### src/rtl/uart_dump_ctrl.sv
// -----------------------------------------------------------------------------
// uart_dump_ctrl
//
// Sequencer behind the monitor's r (data memory dump), p (instruction memory
// dump) and j (PC print) commands. It latches start/end word addresses from
// the command decoder and issues one word read at a time. Each word is printed
// as eight lowercase hex characters. In dump mode every word is followed by a
// space, and a line is closed with CR LF after WORDS_PER_LINE words or after
// the last word. A PC print is "xxxxxxxx" CR LF.
//
// Ports
//   clk, rst_n            clock, asynchronous active-low reset
//   uart_data_i           byte address / value assembled by the command decoder
//   read_start_set_i      latch data-memory start address
//   read_end_set_i        latch data-memory end address and start the dump
//   read_stop_i           abort a data-memory dump
//   pgm_start_set_i       latch instruction-memory start address
//   pgm_end_set_i         latch instruction-memory end address and start the dump
//   pgm_stop_i            abort an instruction-memory dump
//   pc_print_i            print pc_value_i (sampled with this pulse)
//   pc_value_i            current CPU PC
//   mem_re_o              one-cycle word read request
//   mem_sel_o             0 = data memory, 1 = instruction memory
//   mem_addr_o            word address of the request
//   mem_rvalid_i          read data valid pulse
//   mem_rdata_i           read data
//   tx_data_o             character for the UART transmitter
//   tx_start_o            one-cycle transmit strobe
//   tx_busy_i             transmitter busy (rises the cycle after tx_start_o)
//   dump_running_o        high while a dump or PC print is in progress
// -----------------------------------------------------------------------------
module uart_dump_ctrl #(
    parameter int ADDR_W         = 12,
    parameter int WORDS_PER_LINE = 4
) (
    input  logic              clk,
    input  logic              rst_n,
    input  logic [31:0]       uart_data_i,
    input  logic              read_start_set_i,
    input  logic              read_end_set_i,
    input  logic              read_stop_i,
    input  logic              pgm_start_set_i,
    input  logic              pgm_end_set_i,
    input  logic              pgm_stop_i,
    input  logic              pc_print_i,
    input  logic [31:0]       pc_value_i,
    output logic              mem_re_o,
    output logic              mem_sel_o,
    output logic [ADDR_W-1:0] mem_addr_o,
    input  logic              mem_rvalid_i,
    input  logic [31:0]       mem_rdata_i,
    output logic [7:0]        tx_data_o,
    output logic              tx_start_o,
    input  logic              tx_busy_i,
    output logic              dump_running_o
);

    typedef enum logic [2:0] {
        S_IDLE, S_RDREQ, S_RDWAIT, S_CHAR, S_TXGAP, S_SPACE, S_CR, S_LF
    } state_t;

    // Which kind of character was just sent; TXGAP uses it to pick the next step.
    typedef enum logic [1:0] {K_HEX, K_SPACE, K_CR, K_LF} kind_t;

    localparam logic [2:0] LINE_LAST = 3'(WORDS_PER_LINE - 1);

    state_t              state_q, state_d;
    kind_t               kind_q, kind_d;
    logic                sel_q, sel_d;
    logic                pc_mode_q, pc_mode_d;
    logic [ADDR_W-1:0]   rd_start_q, rd_start_d;
    logic [ADDR_W-1:0]   rd_end_q, rd_end_d;
    logic [ADDR_W-1:0]   pg_start_q, pg_start_d;
    logic [ADDR_W-1:0]   pg_end_q, pg_end_d;
    logic [ADDR_W-1:0]   addr_q, addr_d;
    logic [ADDR_W-1:0]   last_q, last_d;      // effective last word of the running dump
    logic [31:0]         word_q, word_d;
    logic [2:0]          char_cnt_q, char_cnt_d;
    logic [2:0]          line_cnt_q, line_cnt_d;
    logic                dump_running_q;

    logic [ADDR_W-1:0]   addr_w;
    logic                abort;
    logic                at_end;
    logic [3:0]          nibble;
    logic [7:0]          hex_char;
    logic                unused_bits;

    assign addr_w      = uart_data_i[ADDR_W+1:2];
    assign unused_bits = ^{uart_data_i[31:ADDR_W+2], uart_data_i[1:0]};

    // A stop only applies to the memory currently being dumped.
    assign abort  = (state_q != S_IDLE) &&
                    ((read_stop_i && !sel_q) || (pgm_stop_i && sel_q));
    assign at_end = (addr_q == last_q);

    // Word is shifted left after each character, so the top nibble is next.
    assign nibble   = word_q[31:28];
    assign hex_char = (nibble < 4'd10) ? (8'h30 + {4'h0, nibble})
                                       : (8'h57 + {4'h0, nibble});

    always_comb begin
        state_d    = state_q;
        kind_d     = kind_q;
        sel_d      = sel_q;
        pc_mode_d  = pc_mode_q;
        rd_start_d = rd_start_q;
        rd_end_d   = rd_end_q;
        pg_start_d = pg_start_q;
        pg_end_d   = pg_end_q;
        addr_d     = addr_q;
        last_d     = last_q;
        word_d     = word_q;
        char_cnt_d = char_cnt_q;
        line_cnt_d = line_cnt_q;
        mem_re_o   = 1'b0;
        tx_start_o = 1'b0;
        tx_data_o  = 8'h00;

        case (state_q)
            S_IDLE: begin
                if (read_start_set_i) rd_start_d = addr_w;
                if (read_end_set_i)   rd_end_d   = addr_w;
                if (pgm_start_set_i)  pg_start_d = addr_w;
                if (pgm_end_set_i)    pg_end_d   = addr_w;

                if (pc_print_i) begin
                    word_d     = pc_value_i;
                    pc_mode_d  = 1'b1;
                    char_cnt_d = 3'd0;
                    state_d    = S_CHAR;
                end else if (read_end_set_i) begin
                    sel_d      = 1'b0;
                    pc_mode_d  = 1'b0;
                    addr_d     = rd_start_d;
                    // end below start collapses to a single-word dump
                    last_d     = (rd_end_d < rd_start_d) ? rd_start_d : rd_end_d;
                    line_cnt_d = 3'd0;
                    state_d    = S_RDREQ;
                end else if (pgm_end_set_i) begin
                    sel_d      = 1'b1;
                    pc_mode_d  = 1'b0;
                    addr_d     = pg_start_d;
                    last_d     = (pg_end_d < pg_start_d) ? pg_start_d : pg_end_d;
                    line_cnt_d = 3'd0;
                    state_d    = S_RDREQ;
                end
            end

            S_RDREQ: begin
                mem_re_o = 1'b1;
                state_d  = S_RDWAIT;
            end

            S_RDWAIT: begin
                if (mem_rvalid_i) begin
                    word_d     = mem_rdata_i;
                    char_cnt_d = 3'd0;
                    state_d    = S_CHAR;
                end
            end

            S_CHAR: begin
                if (!tx_busy_i) begin
                    tx_start_o = 1'b1;
                    tx_data_o  = hex_char;
                    word_d     = {word_q[27:0], 4'h0};
                    char_cnt_d = char_cnt_q + 3'd1;
                    kind_d     = K_HEX;
                    state_d    = S_TXGAP;
                end
            end

            S_SPACE: begin
                if (!tx_busy_i) begin
                    tx_start_o = 1'b1;
                    tx_data_o  = 8'h20;
                    kind_d     = K_SPACE;
                    state_d    = S_TXGAP;
                end
            end

            S_CR: begin
                if (!tx_busy_i) begin
                    tx_start_o = 1'b1;
                    tx_data_o  = 8'h0d;
                    kind_d     = K_CR;
                    state_d    = S_TXGAP;
                end
            end

            S_LF: begin
                if (!tx_busy_i) begin
                    tx_start_o = 1'b1;
                    tx_data_o  = 8'h0a;
                    kind_d     = K_LF;
                    state_d    = S_TXGAP;
                end
            end

            // Guard cycle after every strobe: tx_busy is already high here, so
            // the next strobe is at least two cycles later.
            S_TXGAP: begin
                case (kind_q)
                    K_HEX: begin
                        // char_cnt wraps to 0 after the eighth character
                        if (char_cnt_q == 3'd0) state_d = pc_mode_q ? S_CR : S_SPACE;
                        else                    state_d = S_CHAR;
                    end
                    K_SPACE: begin
                        if (at_end || (line_cnt_q == LINE_LAST)) begin
                            state_d = S_CR;
                        end else begin
                            addr_d     = addr_q + ADDR_W'(1);
                            line_cnt_d = line_cnt_q + 3'd1;
                            state_d    = S_RDREQ;
                        end
                    end
                    K_CR: state_d = S_LF;
                    default: begin
                        if (pc_mode_q || at_end) begin
                            state_d = S_IDLE;
                        end else begin
                            addr_d     = addr_q + ADDR_W'(1);
                            line_cnt_d = 3'd0;
                            state_d    = S_RDREQ;
                        end
                    end
                endcase
            end

            default: state_d = S_IDLE;
        endcase

        if (abort) begin
            state_d    = S_IDLE;
            mem_re_o   = 1'b0;
            tx_start_o = 1'b0;
            tx_data_o  = 8'h00;
        end
    end

    always_ff @(posedge clk or negedge rst_n) begin
        if (!rst_n) begin
            state_q        <= S_IDLE;
            kind_q         <= K_HEX;
            sel_q          <= 1'b0;
            pc_mode_q      <= 1'b0;
            rd_start_q     <= '0;
            rd_end_q       <= '0;
            pg_start_q     <= '0;
            pg_end_q       <= '0;
            addr_q         <= '0;
            last_q         <= '0;
            word_q         <= '0;
            char_cnt_q     <= '0;
            line_cnt_q     <= '0;
            dump_running_q <= 1'b0;
        end else begin
            state_q        <= state_d;
            kind_q         <= kind_d;
            sel_q          <= sel_d;
            pc_mode_q      <= pc_mode_d;
            rd_start_q     <= rd_start_d;
            rd_end_q       <= rd_end_d;
            pg_start_q     <= pg_start_d;
            pg_end_q       <= pg_end_d;
            addr_q         <= addr_d;
            last_q         <= last_d;
            word_q         <= word_d;
            char_cnt_q     <= char_cnt_d;
            line_cnt_q     <= line_cnt_d;
            dump_running_q <= (state_d != S_IDLE);
        end
    end

    assign mem_sel_o      = sel_q;
    assign mem_addr_o     = addr_q;
    assign dump_running_o = dump_running_q;

endmodule

### config.mk
export PLATFORM = sky130hd
export DESIGN_NAME = uart_dump_ctrl
export DESIGN_NICKNAME = d
export VERILOG_FILES = /design/src/rtl/uart_dump_ctrl.sv
export SDC_FILE = /design/constraint.sdc
export NUM_CORES = 1
export LEC_CHECK = 0
export CORE_ASPECT_RATIO = 1.1
export CORE_UTILIZATION = 25
export CTS_CLUSTER_SIZE = 20
export DETAILED_ROUTE_END_ITERATION = 8
export GPL_TIMING_DRIVEN = 0
export SLEW_MARGIN = 20
export SYNTH_ARGS = -nofsm -noshare
export SYNTH_HDL_FRONTEND = slang
export SYNTH_SLANG_ARGS = --single-unit
### constraint.sdc
create_clock -name clk -period 3 [get_ports clk]
set_input_delay 0.6 -clock clk [delete_from_list [all_inputs] [get_ports clk]]
set_output_delay 0.6 -clock clk [all_outputs]
set_load 0.01 [all_outputs]
==> impl_metrics.ini, run 1 <==
[outcome]
outcome = complete, no violations

[floorplan]
rows = 66
io_pins = 131
start_util_pct = 25.51
dieArea_um2 = 30950
dieHeight_um = 184.4
core_area_um2 = 29650
fp.dieW_um = 167.8

[sta]
worst_pin_slew_ns = 0.6896
clock.fmax_ghz = 0.3433
skew_ns = 0.009867
relSlewSlack_pct = 54.02
timing.hold.ws_ns = 0.01300
hold_violations = 0
setup_tns_ns = 0
setup_viol_count_final = 0
fin_crit_ns = 2.913
slew_viol_final = 0
finalCritPeriodShare_pct = 97.10

[detailed_routing]
via_per_inst = 5.042
route.detailed.drc = 0
drt_pre_antenna_iters = 5
drt-wirelength-per-cell_um = 17.42
finalWirelength_um = 24050
ant_nets = 0
vias = 6963
first_iter_violations = 504

[synthesis]
synth_seq_area_share_pct = 39.05
yosysWarnings = 0
avgSynthCellArea_um2 = 8.732
syn_inst = 866
synth_top_area_share_pct = 39.05
ys_top_cells_by_area = dfrtp_1 39%, mux2i_1 9.3%, nand2_1 7.0%
synthesis.area_um2 = 7562
syn_nets = 1001
synth_top_cell_by_area = dfrtp_1
synth_ff_type = dfrtp_1
synth_edf_count = 0
ys_types = 62
synth_seq_cells = 118
async_flop_share_pct = 100.0

[cts]
cts_hold_buf = 0
cts_made_buffers = 17
cts_buffer_depth = 2
cts_tree = built
htreeDepth = 4
clkSinkCount = 118
clk_latency_ns = 0.43
cts_root_buf = clkbuf_16
clkSlewWorstSetupHoldPaths_ns = 0.06

[worst_setup_path]
r2r-start = rd_end_q[9]
worstPathArrival_ns = 3.22
rrSetupSlack_ns = 0.47
cp-start-kind = input port
worst_ep_required_time_ns = 3.30
timing.rr.end = last_q[10]
crit_slowest_cell = mux2_2
crit_path_frequent_cell = o31a_1
cpPeakStageDelay_ns = 0.37
path_max_fanout = 10
crit_chain = clkbuf_4, buf_8, buf_6, mux2_2, ha_1, nand4_1, nor3_4, o31a_1, or3_1, a21oi_1, o31a_1
path_class = in2reg
cp-end-kind = register
rr_worst_depth = 8

[power_and_ir_drop]
irDropWorstVdd_mv = 0.3985
p_leak_uw = 0.004285
cellPowerDensity_nw_per_um2 = 1006

[placement]
place_hpwl_um = 18030
gp_congestion = 0.8678
port-buffer-count = 104
postPlaceCellArea_um2 = 9106

[layout]
final_area_um2 = 9963
antenna_cells = 0
layout_commonest_cell = nand2_1
final_cell_mix = 141 x nand2_1, 116 x dfrtp_1, 93 x o21ai_0, 89 x clkdlybuf4s50_1, 62 x a21oi_1
regArea_um2 = 2955
syn_to_final_growth_pct = 31.75
final_nets = 1129
multiInputGateArea_um2 = 4402
fill_cells = 3026
utilization_pct = 33.61
drive_gt1_share_pct = 12.91

[global_route]
track_usage_pct = 15.94
grt_max_degree = 92
grt.overflow.total = 0
grt_pass1_wl_um = 38000
grt_pass1_vias = 6953
grt_antenna_before_repair = 0

[run]
drv_cap = 0

[worst_hold_path]
hp-class = in2async
state kept, by name (all words and copies together) (netlist names):
register	flops
pg_start_q	12
kind_q	2
word_q	32
mem_addr_o	12
last_q	12
pg_end_q	12
state_q	3
line_cnt_q	3
rd_start_q	12
dump_running_o	1
pc_mode_q	1
rd_end_q	12
mem_sel_o	1
char_cnt_q	3
worst max-delay path, delay by kind of cell:
family | cells | cell delay (ns)
AO/OA/AOI/OAI | 3 | 0.71
adder cells (fa/ha/maj) | 1 | 0.31
buffers and inverters | 3 | 0.50
multiplexers | 1 | 0.37
AND/OR/NAND/NOR | 3 | 0.71
per-layer routing:
metal	track usage (%)	part of all wire, %
met5	0	0
met3	4.359	6.6
met1	19.43	43
met4	5.248	1.7
met2	27.10	49
final cells by class:
class,count,area share (%)
well taps,374,4.697
clock buffers,18,4.408
multi-input cells,667,44.18
plain buffers,60,3.403
inverters,20,0.7535
repair buffers,110,11.38
clock inverters,14,1.520
flip-flops and latches,118,29.66
synth_stat cells (5+ instances only):
| cell type | number |
|---|---|
| a21boi_0 | 7 |
| a21oi_1 | 63 |
| a221o_1 | 5 |
| a22oi_1 | 8 |
| a31oi_1 | 21 |
| buf_1 | 7 |
| buf_2 | 20 |
| clkbuf_1 | 28 |
| dfrtp_1 | 118 |
| ha_1 | 28 |
| inv_1 | 20 |
| mux2_1 | 10 |
| mux2_2 | 17 |
| mux2i_1 | 70 |
| nand2_1 | 141 |
| nand2b_1 | 6 |
| nand3_1 | 18 |
| nand4_1 | 7 |
| nor2_1 | 58 |
| nor2b_1 | 7 |
| nor3_1 | 15 |
| o21ai_0 | 94 |
| o32ai_1 | 11 |
| or3_1 | 7 |
| xnor2_1 | 14 |
power breakdown:
| group | total, uW | switching [uW] | internal (uW) |
|---|---|---|---|
| clock | 2060 | 809 | 1250 |
| sequential | 2990 | 630 | 2360 |
| combinational | 4980 | 2910 | 2070 |
| total | 10000 | 4350 | 5670 |
cell families (layout without fill, tap and decap cells):
logic type	Yosys count	count (layout)	share of synthesized area, %
compound gates	246	246	19.77
flops	118	118	39.05
other cells	1	1	0.04959
simple gates	278	278	16.28
mux	99	99	13.68
fa+ha+maj	28	28	4.633
buf+inv	81	222	4.798
xor+xnor	15	15	1.737
metrics by stage:
| step | power [uW] | cells | setup slack (ns) |
|---|---|---|---|
| global route | 10800 | 1381 | -0.02837 |
| CTS | 9948 | 1378 | 0.003288 |
| floorplan | 6150 | 866 | 0.009097 |
| finish | 10020 | 1381 | 0.08696 |
| detailed placement | 7766 | 1345 | -1.272 |
| global placement | 7649 | 1344 | -3.691 |
worst max path at each step:
| stage | from | end | slack [ns] | cells after the start |
|---|---|---|---|---|
| floorplan | pgm_end_set_i | last_q[8] | 0.009 | 12 |
| global placement | rst_n | mem_addr_o[8] | -3.69 | 1 |
| detailed placement | read_end_set_i | last_q[7] | -1.27 | 12 |
| CTS | read_end_set_i | last_q[5] | 0.003 | 12 |
| global route | uart_data_i[9] | last_q[8] | -0.03 | 11 |
| finish | read_end_set_i | last_q[10] | 0.09 | 11 |
timing repair:
item                       4_1_cts  5_1_grt
gates resized for setup         31       49
setup endpoints to repair       21       17
gates cloned                     0        1
buffers inserted                 2        2
pin swaps                        4        8
Power figures use the tool's default switching activity.
==> run 2: changes to the inputs <==
- CORE_ASPECT_RATIO: 1.1 -> default
- PLACE_DENSITY: default -> 0.45
==> impl_metrics.ini, run 2 (synthesis results as in run 1) <==
[layout]
drive_gt1_share_pct = 13.02
syn_to_final_growth_pct = 31.80
largest_register = word_q
final_cell_mix = 141 x nand2_1, 117 x dfrtp_1, 93 x o21ai_0, 92 x clkdlybuf4s50_1, 60 x a21oi_1
layout_commonest_cell = nand2_1
largest_reg_flops = 32
antenna_cells = 0
final_nets = 1128

[power_and_ir_drop]
power.switching_uw = 4427
power_uw = 10030
p_int_uw = 5600
irDropWorstVdd_mv = 0.4750
cellPowerDensity_nw_per_um2 = 1006
combPwrFrac_pct = 49.9
p_seq_share_pct = 29.9
switching_share_pct = 44.15
power.clock.fraction_pct = 20.2
p_leak_uw = 0.004252

[sta]
setup_tns_ns = 0
setup_viol_count_final = 0
fin_crit_ns = 2.885
hold_violations = 0
worst_slack_ns = 0.1149
skew_ns = 0.01201
relSlewSlack_pct = 53.63
finalCritPeriodShare_pct = 96.17
rsz0062_at_grt = false
slew_viol_final = 0
clock.fmax_ghz = 0.3466
worst_pin_slew_ns = 0.6956

[worst_setup_path]
rr_worst_depth = 10
path_class = reg2out
worst_ep_required_time_ns = 2.40
critical_path.startpoint = word_q[29]
path_max_fanout = 5
timing.rr.end = last_q[8]
r2r-start = pg_end_q[11]
rrSetupSlack_ns = 0.44
cp-start-kind = register
worstPathArrival_ns = 2.29
cp-end-kind = output port

[detailed_routing]
drt-wirelength-per-cell_um = 17.99
finalWirelength_um = 25120
vias = 6832
via_per_inst = 4.894
first_iter_violations = 463
drt_pre_antenna_iters = 6
route.detailed.drc = 0
ant_nets = 0

[global_route]
grt_max_degree = 78
grt_antenna_before_repair = 0
grt_pass1_vias = 6977
grt.overflow.total = 0
grt_pass1_wl_um = 40160
track_usage_pct = 16.83

[cts]
cts_hold_buf = 0
clk_latency_ns = 0.43
clkSlewWorstSetupHoldPaths_ns = 0.06
htreeDepth = 4
cts_made_buffers = 17
clkSinkCount = 118
cts_root_buf = clkbuf_16
cts_buffer_depth = 2
cts_tree = built

[worst_hold_path]
hp-class = in2async

[floorplan]
rows = 63
core_area_um2 = 29720
dieArea_um2 = 30950
dieHeight_um = 175.9
start_util_pct = 25.45
io_pins = 131
fp.dieW_um = 175.9

[outcome]
outcome = complete, no violations

[placement]
port-buffer-count = 104
gp_congestion = 0.8285
pre_cts_ws_ns = -1.378
place_hpwl_um = 18980

[run]
drv_cap = 0
[run 2: cell count changes in the layout (fill, tap and decap cells not counted), sizes merged]
cell | before | now
clkbuf | 48 | 45
buf | 38 | 40
clkinvlp | 5 | 4
clkinv | 5 | 2
clkdlybuf4s50 | 89 | 92
bufinv | 2 | 1
dlygate4sd2 | 3 | 0
inv | 22 | 27
[run 2: worst max path at each step]
| stage | depth (start not counted) | slack [ns] | endpoint |
|---|---|---|---|
| final | 8 | 0.11 | tx_data_o[2] |
| after global routing | 11 | 0.005 | last_q[0] |
| after CTS | 6 | 0.003 | tx_data_o[2] |
| after detailed placement | 12 | -1.38 | last_q[6] |
| after global placement | 1 | -3.98 | word_q[16] |
| after floorplan | 12 | 0.009 | last_q[8] |
[run 2: layer usage]
metal | GRT usage [%] | vias to the layer above | part of all wire, %
li1 | - | 3351 | -
met1 | 22.39 | 3270 | 47
met2 | 26.94 | 184 | 46
met3 | 3.961 | 27 | 5.4
met4 | 4.928 | 0 | 1.7
met5 | 0 | - | 0
[run 2: timing repair]
item,in CTS,in global routing
cloned,0,1
gates resized for setup,39,44
setup endpoints to repair,21,19
setup buffers,2,1
pin swaps,5,5
[run 2: layout make-up]
class	count	area [um2]
Buffer	60	336.6
Clock inverter	14	141.4
Timing Repair Buffer	109	1124
Tap cell	390	488.0
Multi-Input combinational cell	667	4419
Inverter	20	75.07
Fill cell	3107	19750
Clock buffer	18	429.2
Sequential cell	118	2954
[run 2: power groups by stage]
stage               registers (uW)  clock network [uW]  logic (uW)
floorplan                     2830                   0        3320
global placement              2980                   0        4810
detailed placement            2990                   0        4870
CTS                           2980                2080        4980
global route                  3090                2140        5630
finish                        3000                2030        5000
[run 2: metrics by stage]
stage / hold WS, ns / instance area (um2) / cells / util [%]
finish: 0.06518 / 9967 / 1396 / 33.54
global route: 0.07549 / 9967 / 1396 / 33.54
CTS: 0.06559 / 9821 / 1395 / 33.05
detailed placement: 0.4589 / 9126 / 1361 / 30.71
global placement: 0.4556 / 9094 / 1360 / 30.60
floorplan: 0.3044 / 7565 / 866 / -
[run 2: worst max-delay path, cell delays in order (launching register included)]
cell and delay (ns):
dfrtp_1 0.43, inv_1 0.12, ha_1 0.18, nand2_1 0.07, nor3_1 0.14, a21oi_1 0.05, nand2b_1 0.16, a21oi_2 0.17
clkdlybuf4s50_1 0.55
